### src/rtl/regfile_mp.sv
// Multi-port register file with per-register busy bits and a clear sequencer; reads are combinational, writes/allocs land at the edge.
// Optional same-cycle write-to-read forwarding when REGFILE_BYPASS_EN is defined; the default build reads stored state only.
module regfile_mp #(
    parameter int XLEN  = 32,
    parameter int NREGS = 32,
    parameter int NRD   = 2,
    parameter int NWR   = 2,
    localparam int AW   = $clog2(NREGS)
) (
    input  logic                clk,
    input  logic                rst_n,
    input  logic [NWR-1:0]      we,
    input  logic [NWR*AW-1:0]   waddr,
    input  logic [NWR*XLEN-1:0] wdata,
    input  logic [NRD*AW-1:0]   raddr,
    output logic [NRD*XLEN-1:0] rdata,
    output logic [NRD-1:0]      rbusy,
    input  logic                alloc_en,
    input  logic [AW-1:0]       alloc_addr,
    input  logic                clr_req,
    output logic                clr_busy,
    output logic                clr_done
);

    typedef enum logic [1:0] {IDLE, SWEEP, DONE} state_t;

    localparam logic [AW-1:0] LAST = AW'(NREGS - 1);

    state_t            state;
    logic [AW-1:0]     cnt;
    logic [XLEN-1:0]   mem [NREGS];
    logic [NREGS-1:0]  busy;

    // clr_busy/clr_done are flops so no input can reach them combinationally
    always_ff @(posedge clk or negedge rst_n) begin
        if (!rst_n) begin
            state    <= IDLE;
            cnt      <= '0;
            clr_busy <= 1'b0;
            clr_done <= 1'b0;
        end else begin
            case (state)
                IDLE: begin
                    clr_done <= 1'b0;
                    if (clr_req) begin
                        state    <= SWEEP;
                        cnt      <= AW'(1);
                        clr_busy <= 1'b1;
                    end
                end
                SWEEP: begin
                    if (cnt == LAST) begin
                        state    <= DONE;
                        clr_done <= 1'b1;
                    end else begin
                        cnt <= cnt + AW'(1);
                    end
                end
                DONE: begin
                    state    <= IDLE;
                    clr_busy <= 1'b0;
                    clr_done <= 1'b0;
                end
                default: begin
                    state    <= IDLE;
                    clr_busy <= 1'b0;
                    clr_done <= 1'b0;
                end
            endcase
        end
    end

    // Later ports overwrite earlier ones; the alloc set comes last so it beats a same-cycle write clear
    always_ff @(posedge clk or negedge rst_n) begin
        if (!rst_n) begin
            for (int i = 0; i < NREGS; i++) begin
                mem[i] <= '0;
            end
            busy <= '0;
        end else if (clr_busy) begin
            if (state == SWEEP) begin
                mem[cnt]  <= '0;
                busy[cnt] <= 1'b0;
            end
        end else begin
            for (int w = 0; w < NWR; w++) begin
                if (we[w] && waddr[w*AW +: AW] != '0) begin
                    mem[waddr[w*AW +: AW]]  <= wdata[w*XLEN +: XLEN];
                    busy[waddr[w*AW +: AW]] <= 1'b0;
                end
            end
            if (alloc_en && alloc_addr != '0) begin
                busy[alloc_addr] <= 1'b1;
            end
        end
    end

    for (genvar r = 0; r < NRD; r++) begin : g_rd
        logic [AW-1:0]   ra;
        logic [XLEN-1:0] rd_d;
        logic            rd_b;

        assign ra = raddr[r*AW +: AW];

        always_comb begin
            rd_d = mem[ra];
            rd_b = busy[ra];
`ifdef REGFILE_BYPASS_EN
            for (int w = 0; w < NWR; w++) begin
                if (we[w] && !clr_busy && ra != '0 && waddr[w*AW +: AW] == ra) begin
                    rd_d = wdata[w*XLEN +: XLEN];
                    rd_b = alloc_en && (alloc_addr == ra);
                end
            end
`endif
        end

        assign rdata[r*XLEN +: XLEN] = rd_d;
        assign rbusy[r]              = rd_b;
    end

endmodule

### config.mk
export PLATFORM = sky130hd
export DESIGN_NAME = regfile_mp
export DESIGN_NICKNAME = d
export VERILOG_FILES = /design/src/rtl/regfile_mp.sv
export SDC_FILE = /design/constraint.sdc
export NUM_CORES = 2
export LEC_CHECK = 0
export CORE_MARGIN = 2
export CORE_UTILIZATION = 33
export DETAILED_ROUTE_END_ITERATION = 8
export PLACE_DENSITY_LB_ADDON = 0.05
export SLEW_MARGIN = 0
export SYNTH_ARGS = -nofsm -noshare
export SYNTH_HDL_FRONTEND = slang
export SYNTH_SLANG_ARGS = --single-unit
### constraint.sdc
create_clock -name clk -period 2.7 [get_ports clk]
set_input_delay 0.405 -clock clk [delete_from_list [all_inputs] [get_ports clk]]
set_output_delay 0.405 -clock clk [all_outputs]
set_load 0.05 [all_outputs]
[Yosys cells after proc, flatten, opt, wreduce, memory -nomap -nowiden]
Cells that the tools add are included.
Word-level totals
  word-level logic and storage cells: 143
  output and inout bits: 68
  bits in registers: 1065
  input bits: 95
Operators by class
  reductions and logical operators: 18
  $lt $le $gt $ge: 18
  eq/ne operators: 6
  add/sub/neg operators: 1
  mux-type cells: 48
  bitwise logic cells: 15
Operators by type and width (number)
  $mux W1024: 5
  $bwmux W1024: 2
  $and A1024 B1024 Y1024: 1
  $not A1024 Y1024: 1
  $demux W32 S5: 3
  $mux W32: 14
  $bmux W32 S5: 2
  $and A32 B32 Y32: 3
  $not A32 Y32: 3
  $lt A5 B6 Y1 const B: 6
  $or A32 B32 Y32: 1
  $ge A6 B6 Y1 const B: 5
  $not A5 Y6: 5
  $demux W1 S5: 4
  $ge A5 B1 Y1 const B: 4
  $lt A6 B1 Y1 const B: 3
  $reduce_bool A5 Y1: 3
  $bmux W1 S5: 2
  $logic_and A1 B1 Y1: 10
  $mux W5: 2
  $pmux W5 S2: 1
  $mux W1: 9
  $ne A2 B2 Y1 const B: 3
  $add A5 B1 Y5 const B: 1
  other kinds (11): 13

[Logic depth before layout (Yosys ltp)]
  word-level depth: 14
  depth in mapped cells: 9
  mapped depth without buffers: 7

[Worst setup path before layout]
No wires, ideal clock.
  path type: input port to output port
  start: input raddr[1]
  end: output rdata[10]
  arrival: 2.050 ns
  required time: 2.295 ns
  stages on the path: 8
  slack: 0.245 ns
  path through: clkbuf_1 buf_2 buf_2 buf_2 mux2i_1 a22oi_1 a31oi_1 nand3_1
Between the ends
  cells in the longest elaborated chain, start to end: 4
RTL lines
  start, declared: RTL line 15  | input logic [NRD*AW-1:0] raddr,
  $not A5 Y6 (not written as such): RTL line 106  | rd_d = mem[ra];
  $bmux W32 S5: RTL line 106
  $mux W32 (not written as such) (2 in a row): RTL line 106
  end, declared: RTL line 16  | output logic [NRD*XLEN-1:0] rdata,
No other way between the ends. The select of a mux whose other input is x is not followed.

[Worst setup path after layout]
  start: register mem[799] in the netlist's numbering
  end: output rdata[63]
Between the ends
  cells in the longest elaborated chain, start to end: 3
RTL lines
  start, declared: RTL line 31  | logic [XLEN-1:0] mem [NREGS];
  start signal, assigned by index: RTL line 88  | mem[waddr[w*AW +: AW]] <= wdata[w*XLEN +: XLEN];
  $bmux W32 S5: RTL line 106
  $mux W32 (not written as such) (2 in a row): RTL line 106
No other way between the ends. The select of a mux whose other input is x is not followed.

==> flow_results.xml <==
<?xml version="1.0" encoding="UTF-8"?>
<metrics>
  <group name="run_status">
    <metric name="run_status" unit="">complete, but fails checks</metric>
    <metric name="failed_checks" unit="">setup timing</metric>
  </group>
  <group name="cells_and_area">
    <metric name="synthToLayoutAreaGrowth" unit="%">30.2</metric>
    <metric name="most-common-layout-cells" unit="">2034 x nand2_1, 1007 x dfrtp_1, 1003 x mux2i_1</metric>
    <metric name="fin_util" unit="%">43.2</metric>
    <metric name="finalNetCount" unit="">9892</metric>
    <metric name="drive_gt1_share" unit="%">20.0</metric>
    <metric name="nFillCells" unit="">22000</metric>
    <metric name="stdcell_count" unit="">12900</metric>
    <metric name="layout_commonest_cell" unit="">nand2_1</metric>
  </group>
  <group name="global_route">
    <metric name="first_global_vias" unit="">76800</metric>
    <metric name="grt_pass1_wl" unit="mm">604</metric>
    <metric name="gr-total-overflow" unit="">0</metric>
    <metric name="grt_usage" unit="%">35.9</metric>
    <metric name="grt_start_max_net_pins" unit="">94</metric>
    <metric name="antenna_violations_before_repair" unit="">12</metric>
  </group>
  <group name="route">
    <metric name="drt_first_pass_iters" unit="">8</metric>
    <metric name="dr_total_vias" unit="">81100</metric>
    <metric name="finalWirelength" unit="mm">428</metric>
    <metric name="vias_per_cell" unit="">6.28</metric>
    <metric name="antenna_viol_nets_final" unit="">0</metric>
    <metric name="initialDrtViolationCount" unit="">9824</metric>
    <metric name="average_wire_length_per_cell_after_detail_routing" unit="microns">33.2</metric>
    <metric name="post-route-drc-count" unit="">0</metric>
  </group>
  <group name="clock_network">
    <metric name="clk_latency" unit="ps">840</metric>
    <metric name="cts_num_sinks" unit="">1065</metric>
    <metric name="cts_max_path_buffers" unit="">3</metric>
    <metric name="ctsHtreeMaxLevel" unit="">4</metric>
    <metric name="tritoncts" unit="">yes</metric>
    <metric name="clock-root-buffer" unit="">clkbuf_16</metric>
    <metric name="cts.reportedPaths.clkPinSlew" unit="ps">60</metric>
    <metric name="cts_made_buffers" unit="">145</metric>
  </group>
  <group name="timing">
    <metric name="worst_pin_slew" unit="ps">1120</metric>
    <metric name="fin_crit_sh" unit="%">109</metric>
    <metric name="final_hold_viol_count" unit="">0</metric>
    <metric name="rsz_0062_raised_after_global_routing" unit="">yes</metric>
    <metric name="slew_violations" unit="">0</metric>
    <metric name="period_needed" unit="ps">2950</metric>
    <metric name="timing.slew.headroom" unit="%">25.6</metric>
    <metric name="setup_viol_count_final" unit="">65</metric>
    <metric name="maximum_frequency_from_static_timing_analysis" unit="MHz">339</metric>
    <metric name="skew" unit="ps">24.5</metric>
    <metric name="post-route-worst-setup-slack" unit="ps">-253</metric>
  </group>
  <group name="synthesis">
    <metric name="synth_enable_flop_cells" unit="">0</metric>
    <metric name="yosysWarnings" unit="">0</metric>
    <metric name="synth_cell_types" unit="">56</metric>
    <metric name="asyncSetResetFlopFracSynth" unit="%">100</metric>
    <metric name="yosys.area.top_type_share" unit="%">35.4</metric>
    <metric name="synth_area_leaders" unit="">dfrtp_1 35%, mux2i_1 14%, a22o_1 11%, nand2_1 10%, a31oi_1 7.5%</metric>
    <metric name="biggest_area_consumer_among_synthesized_cells" unit="">dfrtp_1</metric>
    <metric name="synth.net_count" unit="">9512</metric>
    <metric name="synth_seq_cells" unit="">1065</metric>
    <metric name="syn-instance-count" unit="">9412</metric>
    <metric name="syn-cell-area" unit="sq mm">0.0754</metric>
    <metric name="yosysSeqAreaShare" unit="%">35.4</metric>
    <metric name="synth-main-ff-cell" unit="">dfrtp_1</metric>
    <metric name="post_synth.cell_area_avg" unit="sq um">8.01</metric>
  </group>
  <group name="critical_path">
    <metric name="crit_type" unit="">register to output pin</metric>
    <metric name="critical_path.max_fanout" unit="">3</metric>
    <metric name="crit_arrival" unit="ps">2550</metric>
    <metric name="r2r.worst_path.cells" unit="">6</metric>
    <metric name="worst-r2r-setup-slack" unit="ps">200</metric>
    <metric name="crit_path_end_kind" unit="">output pin</metric>
    <metric name="r2r-start" unit="">state[0]$_DFFE_PN0P_</metric>
    <metric name="critPathRequiredTime" unit="ps">2300</metric>
    <metric name="r2r_end" unit="">mem[28]$_DFFE_PN0P_</metric>
    <metric name="worstSetupStartpointType" unit="">register</metric>
  </group>
  <group name="die">
    <metric name="fp.coreArea" unit="sq mm">0.227</metric>
    <metric name="initial_utilization" unit="%">33.2</metric>
    <metric name="die-height" unit="microns">482</metric>
    <metric name="die_x" unit="microns">482</metric>
    <metric name="num_rows" unit="">175</metric>
    <metric name="top_ports" unit="">163</metric>
    <metric name="die-area" unit="sq mm">0.232</metric>
  </group>
  <group name="job">
    <metric name="max_cap_violations" unit="">0</metric>
  </group>
  <group name="placement">
    <metric name="dpl.hpwl" unit="mm">282</metric>
    <metric name="place_congestion" unit="">0.954</metric>
    <metric name="number_of_port_buffers" unit="">162</metric>
    <metric name="dp.cells" unit="">12600</metric>
  </group>
  <group name="power_and_ir_drop">
    <metric name="power.static_leakage" unit="nW">43.1</metric>
    <metric name="post_layout_power" unit="mW">75.1</metric>
    <metric name="ir_worst_vdd" unit="mV">0.596</metric>
    <metric name="pwr_cell_area" unit="mW/mm^2">764</metric>
  </group>
  <group name="hold_path">
    <metric name="worstHoldPathType" unit="">input port to asynchronous set/reset pin</metric>
  </group>
</metrics>
worst max-delay path by stage:
stage | startpoint | to | slack [ps] | cells past startpoint
2_1_floorplan | raddr[1] | rdata[10] | 240 | 8
3_3_place_gp | raddr[5] | rdata[32] | -1050 | 10
3_5_place_dp | raddr[5] | rdata[32] | -1030 | 10
4_1_cts | mem[799]$_DFFE_PN0P_ | rdata[63] | -270 | 9
5_1_grt | mem[799]$_DFFE_PN0P_ | rdata[63] | -290 | 9
6_report | mem[799]$_DFFE_PN0P_ | rdata[63] | -250 | 9
cell usage after synthesis (32+ instances only):
master        n
a21o_1       40
o21ai_0      84
dfrtp_1    1065
nand2_1    2083
clkbuf_1    805
a31oi_1     902
a21oi_1     245
buf_2       193
and2_1       44
mux2i_1    1071
buf_1        75
o221ai_1     68
a22o_1      982
o2bb2ai_1    32
nor2_1      989
nor3_1       71
a22oi_1     236
nand3_1     214
through the flow:
| step | setup WS, ps | instance area (sq um) | hold slack, ps | setup TNS, ps |
|---|---|---|---|---|
| floorplan | 245 | 75400 | 109 | 0 |
| global placement | -1050 | 89000 | 339 | -51470 |
| detailed placement | -1030 | 89000 | 343 | -49330 |
| CTS | -274 | 97700 | 21.2 | -10960 |
| global route | -294 | 98200 | 76.3 | -10960 |
| finish | -253 | 98200 | 96.1 | -7920 |
final cells by class:
type,count,area (sq um),area share (%)
multi-input cells,7267,47600,48.5
flip-flops and latches,1065,26700,27.2
repair buffers,1309,15300,15.6
clock buffers,212,4230,4.31
well taps,3009,3760,3.83
clock inverters,43,503,0.512
diodes,13,32.5,0.0331
inverters,4,22.5,0.0229
critical path, stage by stage (launching register included):
cell and delay [ps]:
dfrtp_2 420, buf_6 110, mux2i_2 50, a22o_1 270, nor3_4 280, a31oi_1 80, buf_4 160, nand3_2 60
buf_6 130, buf_12 130
per-layer routing:
| metal | GRT usage (%) | wire (microns) |
|---|---|---|
| met5 | 0 | 13 |
| met4 | 15.2 | 19500 |
| met3 | 6.76 | 35500 |
| met2 | 55.5 | 192000 |
| met1 | 48.8 | 182000 |
timing repair:
| action | 4_1_cts | 5_1_grt |
|---|---|---|
| hold endpoints to repair | 354 | 0 |
| setup buffers | 174 | 51 |
| cloned | 16 | 0 |
| gates resized for setup | 565 | 94 |
| pin swaps | 146 | 113 |
| hold buffers | 1 | 0 |
| endpoints found under the setup margin | 66 | 66 |
flip-flops by register name, indices dropped and copies added (netlist names):
name and flops:
busy 32, clr_done 1, state 2, cnt 5
mem 1024, clr_busy 1
kinds of logic after synthesis:
family	after synthesis	synth area share (%)
and+or+nand+nor	3478	18.4
AOI/OAI and AO/OA	2710	26.2
buffers and inverters	1080	5.71
muxes	1074	14.3
DFF	1065	35.4
adders and majority gates	5	0.0830
power by group:
group          total [mW]  internal (mW)  switching [mW]
logic                31.1           12.6            18.5
registers            23.9           19.5            4.33
clock network        20.1           11.6            8.50
total                75.1           43.7            31.3
Note: power is estimated with default switching activity, not from simulation.
